File: src/rtl/mux_arb_pkg.sv
// Shared types and defaults for the two-requester round-robin selector arbiter.
package mux_arb_pkg;

   typedef enum logic [1:0] {IDLE, GNT1, GNT2} arb_state_t;
   typedef enum logic {OWNER1, OWNER2} owner_t;

   localparam int MUX_ARB_MAX_HOLD_DEF = 16;

endpackage

File: src/rtl/mux_arb_hold_cnt.sv
// Grant hold counter: clears on grant entry, counts each granted cycle and saturates
// at MAX_HOLD-1, where term is raised.
module mux_arb_hold_cnt
   import mux_arb_pkg::*;
#(
   parameter int MAX_HOLD = MUX_ARB_MAX_HOLD_DEF
) (
   input  logic clk,
   input  logic rst_n,
   input  logic clr,
   input  logic en,
   output logic term
);

   localparam int CW = $clog2(MAX_HOLD + 1);
   localparam logic [CW-1:0] TERM_VAL = CW'(MAX_HOLD - 1);

   logic [CW-1:0] cnt_q, cnt_d;

   always_comb begin
      cnt_d = cnt_q;
      if (clr) begin
         cnt_d = '0;
      end else if (en && (cnt_q != TERM_VAL)) begin
         cnt_d = cnt_q + 1'b1;
      end
   end

   always_ff @(posedge clk or negedge rst_n) begin
      if (!rst_n) begin
         cnt_q <= '0;
      end else begin
         cnt_q <= cnt_d;
      end
   end

   assign term = (cnt_q == TERM_VAL);

endmodule

File: src/rtl/mux_arb_2x1.sv
// Round-robin arbiter owning the 2:1 selector's select line (sel=1 routes a1, sel=0 routes a2).
// Optional owner timeout is built when MUX_ARB_TIMEOUT_EN is defined.
module mux_arb_2x1
   import mux_arb_pkg::*;
#(
   parameter int MAX_HOLD = MUX_ARB_MAX_HOLD_DEF
) (
   input  logic clk,
   input  logic rst_n,
   input  logic req1,
   input  logic req2,
   output logic gnt1,
   output logic gnt2,
   output logic sel,
   output logic busy,
   output logic preempt
);

   if (MAX_HOLD < 2) begin : g_bad_max_hold
      $error("mux_arb_2x1: MAX_HOLD must be 2 or more");
   end

   arb_state_t state_q, state_d;
   owner_t     last_owner_q, last_owner_d;
   logic       sel_q, sel_d;

`ifdef MUX_ARB_TIMEOUT_EN
   logic hold_term;
   logic force_sw;
   logic preempt_q;
`endif

   always_comb begin
      state_d = state_q;
`ifdef MUX_ARB_TIMEOUT_EN
      force_sw = 1'b0;
`endif
      unique case (state_q)
         IDLE: begin
            if (req1 && req2) begin
               state_d = (last_owner_q == OWNER1) ? GNT2 : GNT1;
            end else if (req1) begin
               state_d = GNT1;
            end else if (req2) begin
               state_d = GNT2;
            end
         end
         GNT1: begin
            if (req1) begin
`ifdef MUX_ARB_TIMEOUT_EN
               if (hold_term && req2) begin
                  state_d  = GNT2;
                  force_sw = 1'b1;
               end
`endif
            end else begin
               state_d = req2 ? GNT2 : IDLE;
            end
         end
         GNT2: begin
            if (req2) begin
`ifdef MUX_ARB_TIMEOUT_EN
               if (hold_term && req1) begin
                  state_d  = GNT1;
                  force_sw = 1'b1;
               end
`endif
            end else begin
               state_d = req1 ? GNT1 : IDLE;
            end
         end
         default: state_d = IDLE;
      endcase
   end

   // sel only moves on a grant so the path stays put while idle
   always_comb begin
      last_owner_d = last_owner_q;
      sel_d        = sel_q;
      if (state_d == GNT1) begin
         last_owner_d = OWNER1;
         sel_d        = 1'b1;
      end else if (state_d == GNT2) begin
         last_owner_d = OWNER2;
         sel_d        = 1'b0;
      end
   end

   always_ff @(posedge clk or negedge rst_n) begin
      if (!rst_n) begin
         state_q      <= IDLE;
         last_owner_q <= OWNER2;
         sel_q        <= 1'b0;
      end else begin
         state_q      <= state_d;
         last_owner_q <= last_owner_d;
         sel_q        <= sel_d;
      end
   end

`ifdef MUX_ARB_TIMEOUT_EN
   mux_arb_hold_cnt #(
      .MAX_HOLD(MAX_HOLD)
   ) u_hold_cnt (
      .clk  (clk),
      .rst_n(rst_n),
      .clr  ((state_d != state_q) && (state_d != IDLE)),
      .en   (state_q != IDLE),
      .term (hold_term)
   );

   always_ff @(posedge clk or negedge rst_n) begin
      if (!rst_n) begin
         preempt_q <= 1'b0;
      end else begin
         preempt_q <= force_sw;
      end
   end

   assign preempt = preempt_q;
`else
   assign preempt = 1'b0;
`endif

   assign gnt1 = (state_q == GNT1);
   assign gnt2 = (state_q == GNT2);
   assign sel  = sel_q;
   assign busy = gnt1 | gnt2;

endmodule

File: config.mk
export PLATFORM = sky130hd
export DESIGN_NAME = mux_arb_2x1
export DESIGN_NICKNAME = d
export VERILOG_FILES = /design/src/rtl/mux_arb_pkg.sv /design/src/rtl/mux_arb_hold_cnt.sv /design/src/rtl/mux_arb_2x1.sv
export SDC_FILE = /design/constraint.sdc
export NUM_CORES = 1
export LEC_CHECK = 0
export BUFFER_PORTS_ARGS = -buffer_cell sky130_fd_sc_hd__buf_2
export CELL_PAD_IN_SITES_DETAIL_PLACEMENT = 0
export CELL_PAD_IN_SITES_GLOBAL_PLACEMENT = 2
export CORE_MARGIN = 3
export CORE_UTILIZATION = 24
export CTS_BUF_LIST = sky130_fd_sc_hd__clkbuf_4
export DETAILED_ROUTE_END_ITERATION = 16
export HOLD_SLACK_MARGIN = 0.05
export PLACE_DENSITY = 0.63
export SLEW_MARGIN = 40
export SYNTH_ARGS = -nofsm -noshare
export SYNTH_HDL_FRONTEND = slang
export SYNTH_HIERARCHICAL = 1
export SYNTH_SLANG_ARGS = --single-unit
File: constraint.sdc
create_clock -name clk -period 2.6 [get_ports clk]
set_clock_uncertainty 0.05 [all_clocks]
set_input_delay 0.13 -clock clk [delete_from_list [all_inputs] [get_ports clk]]
set_output_delay 0.13 -clock clk [all_outputs]
set_load 0.005 [all_outputs]
==> flow_summary.ini <==
[hold_path]
hold_class = in2async

[power_and_ir_drop]
ir_drop_v = 0.000453
p_per_area_mw_per_mm2 = 1130
p_sw_uw = 168
p_sw_frac = 0.366
comb_power_share = 0.533
power_frac_seq = 0.262
total_leakage_power_uw = 0.000207
intPower_uw = 291
pwr-share-clk = 0.205

[detailed_routing]
ant_nets = 0
drtIter0Drc = 1
wirelength_um = 597
wire_per_inst_um = 10.3
vias = 266
viasPerCell = 4.59
drc_errors = 0
first_pass_iters = 4

[global_route]
use_met2 = 0.106
grt_pass1_wl_mm = 1.01
grt_pass1_vias = 253
grt_max_degree = 9
use_met3 = 0.0300
grt_overflow = 0
busiest_layer = met2
gr-usage-met1 = 0.0900
groute.usage.overall = 0.0806
antenna_found_initial = 0

[die]
fp.dieH_um = 42.6
coreArea_mm2 = 0.00119
rows = 12
boundaryPins = 9
die_area_mm2 = 0.00182
fp.dieW_um = 42.6
initial_utilization = 0.271

[logic_synthesis]
seq_area_frac_synth = 0.315
synth_edf_count = 0
synth_top_cells_by_count = 6 x ha_1, 3 x dfrtp_1, 3 x inv_1
synthCells = 33
yosys_most_used_dff = dfrtp_1
synth_area_leaders = dfrtp_1 23%, ha_1 23%, dfstp_2 8.2%, nor2b_1 3.9%, inv_1 3.5%
synth_top_area_share = 0.233
ys_async_sr_fraction = 1.00
yosys.cell_count.top_type = ha_1
synth_fp_nets = 43
ys_ff_latch = 4
netlist_area_um2 = 322
synth_area_leader_cell = dfrtp_1
ys_warn_count = 6
avgSynthCellArea_um2 = 9.74
yosysUniqueCellTypes = 23

[timing]
slew_violations = 0
min_period_over_period = 0.800
period_needed_ns = 2.08
finalSetupTns_ns = 0
hold_viol = 0
rsz0062_at_grt = no
fmax_ghz = 0.481
whs_ns = 0.177
finalSetupViolCount = 0

[cells_and_area]
syn2layout_area_growth_pct = 26.5
drive_above_1_share = 0.295
diodes = 0
instances_no_fill = 58
nets = 55
fillerInstances = 131
multi_input_area_um2 = 201
fin_util = 0.343
seq_area_um2 = 101
final_area_um2 = 407

[placed_design]
dpl_cell_area_um2 = 367
io_buffers = 7
gp_congestion = 0.706
dp.cells = 53

[run_status]
status = complete, no violations

[worst_setup_path]
startpoint_type = register
cp_max_fo = 4
reg2reg_slack_ns = 0.52
worstSetupPathType = reg2reg
worstSetupEndpointType = register
r2r-start = state_q[0]
reg2reg_depth = 7
required_ns = 2.66
r2r-end = sel
crit_arrival_ns = 2.14

[clock_tree]
clock_latency_ns = 0.24
cts_tree = built
cts_buffer_depth = 2
path_clk_slew_ns = 0.04
cts.sinks = 4
cts_buffers = 3
h-tree-depth = 1
root_buffer = clkbuf_4

[flow_run]
maxCapViolations = 0
## how the worst max path moves through the flow
stage                           from  cells after the start  end  slack (ns)
after floorplan           state_q[1]                      7  sel        0.67
after global placement    state_q[0]                      7  sel        0.53
after detailed placement  state_q[0]                      7  sel        0.53
after CTS                 state_q[0]                      7  sel        0.51
after global routing      state_q[0]                      7  sel        0.38
final                     state_q[0]                      7  sel        0.52
## metal layers
layer | share of wire | up-vias
met5 | 0 | -
met4 | 0.015 | 0
met3 | 0.045 | 2
met2 | 0.47 | 6
met1 | 0.47 | 123
li1 | - | 135
## power groups by stage
stage	clock, uW	combinational [uW]	sequential, uW
floorplan	0	183	115
global placement	0	243	120
detailed placement	0	249	121
CTS	99.0	250	120
global route	105	283	126
finish	94.2	244	120
## timing repair
item | in CTS | in global routing
gates resized for setup | 0 | 0
hold buffers | 1 | 0
setup buffers | 0 | 0
endpoints found under the hold margin | 4 | 0
## metrics by stage
step                      power (uW)  setup slack (ns)
final                            459             0.520
after global routing             514             0.377
after CTS                        470             0.514
after detailed placement         370             0.533
after global placement           363             0.531
after floorplan                  298             0.668
## cell type report
cell class / instances / share of cell area
inverters: 3 / 0.0277
multi-input cells: 25 / 0.495
clock buffers: 4 / 0.0738
well taps: 14 / 0.0431
repair buffers: 8 / 0.111
flip-flops and latches: 4 / 0.249
## cells in the final DEF (no fill, tap or decap)
cell	count
buf_2	7
conb_1	1
clkbuf_4	4
dlygate4sd3_1	1
nor2_1	1
o21ai_0	1
nand2b_1	1
inv_1	3
nand3_1	1
a2bb2oi_1	1
mux2_2	1
a22oi_1	1
o22ai_1	1
o22a_1	1
a21boi_1	1
a31o_1	1
o21ai_1	1
and2_1	1
nor2b_1	2
dfstp_2	1
dfrtp_1	3
nand2_1	1
mux2i_1	1
a31oi_1	1
ha_1	6
## flip-flops by register name, indices dropped and copies added (netlist names)
name and flops:
state_q 2, last_owner_q 1, sel 1
## cells by family (layout without fill, tap and decap cells)
logic type	after synthesis	in the layout	share of synthesized area
AO/OA/AOI/OAI	9	9	0.198
AND/OR/NAND/NOR	7	7	0.117
adder cells (fa/ha/maj)	6	6	0.233
flip-flops	4	4	0.315
buffers and inverters	4	15	0.0584
multiplexers	2	2	0.0661
other	1	1	0.0117
## worst max-delay path, cell delays in order, from the launching register on
cell and delay [ns]:
dfrtp_1 0.40, inv_1 0.10, ha_1 0.25, and2_1 0.16
o21ai_0 0.24, a31o_1 0.23, ha_1 0.26, mux2_2 0.27
No activity file was read; power rests on OpenSTA's default activity.
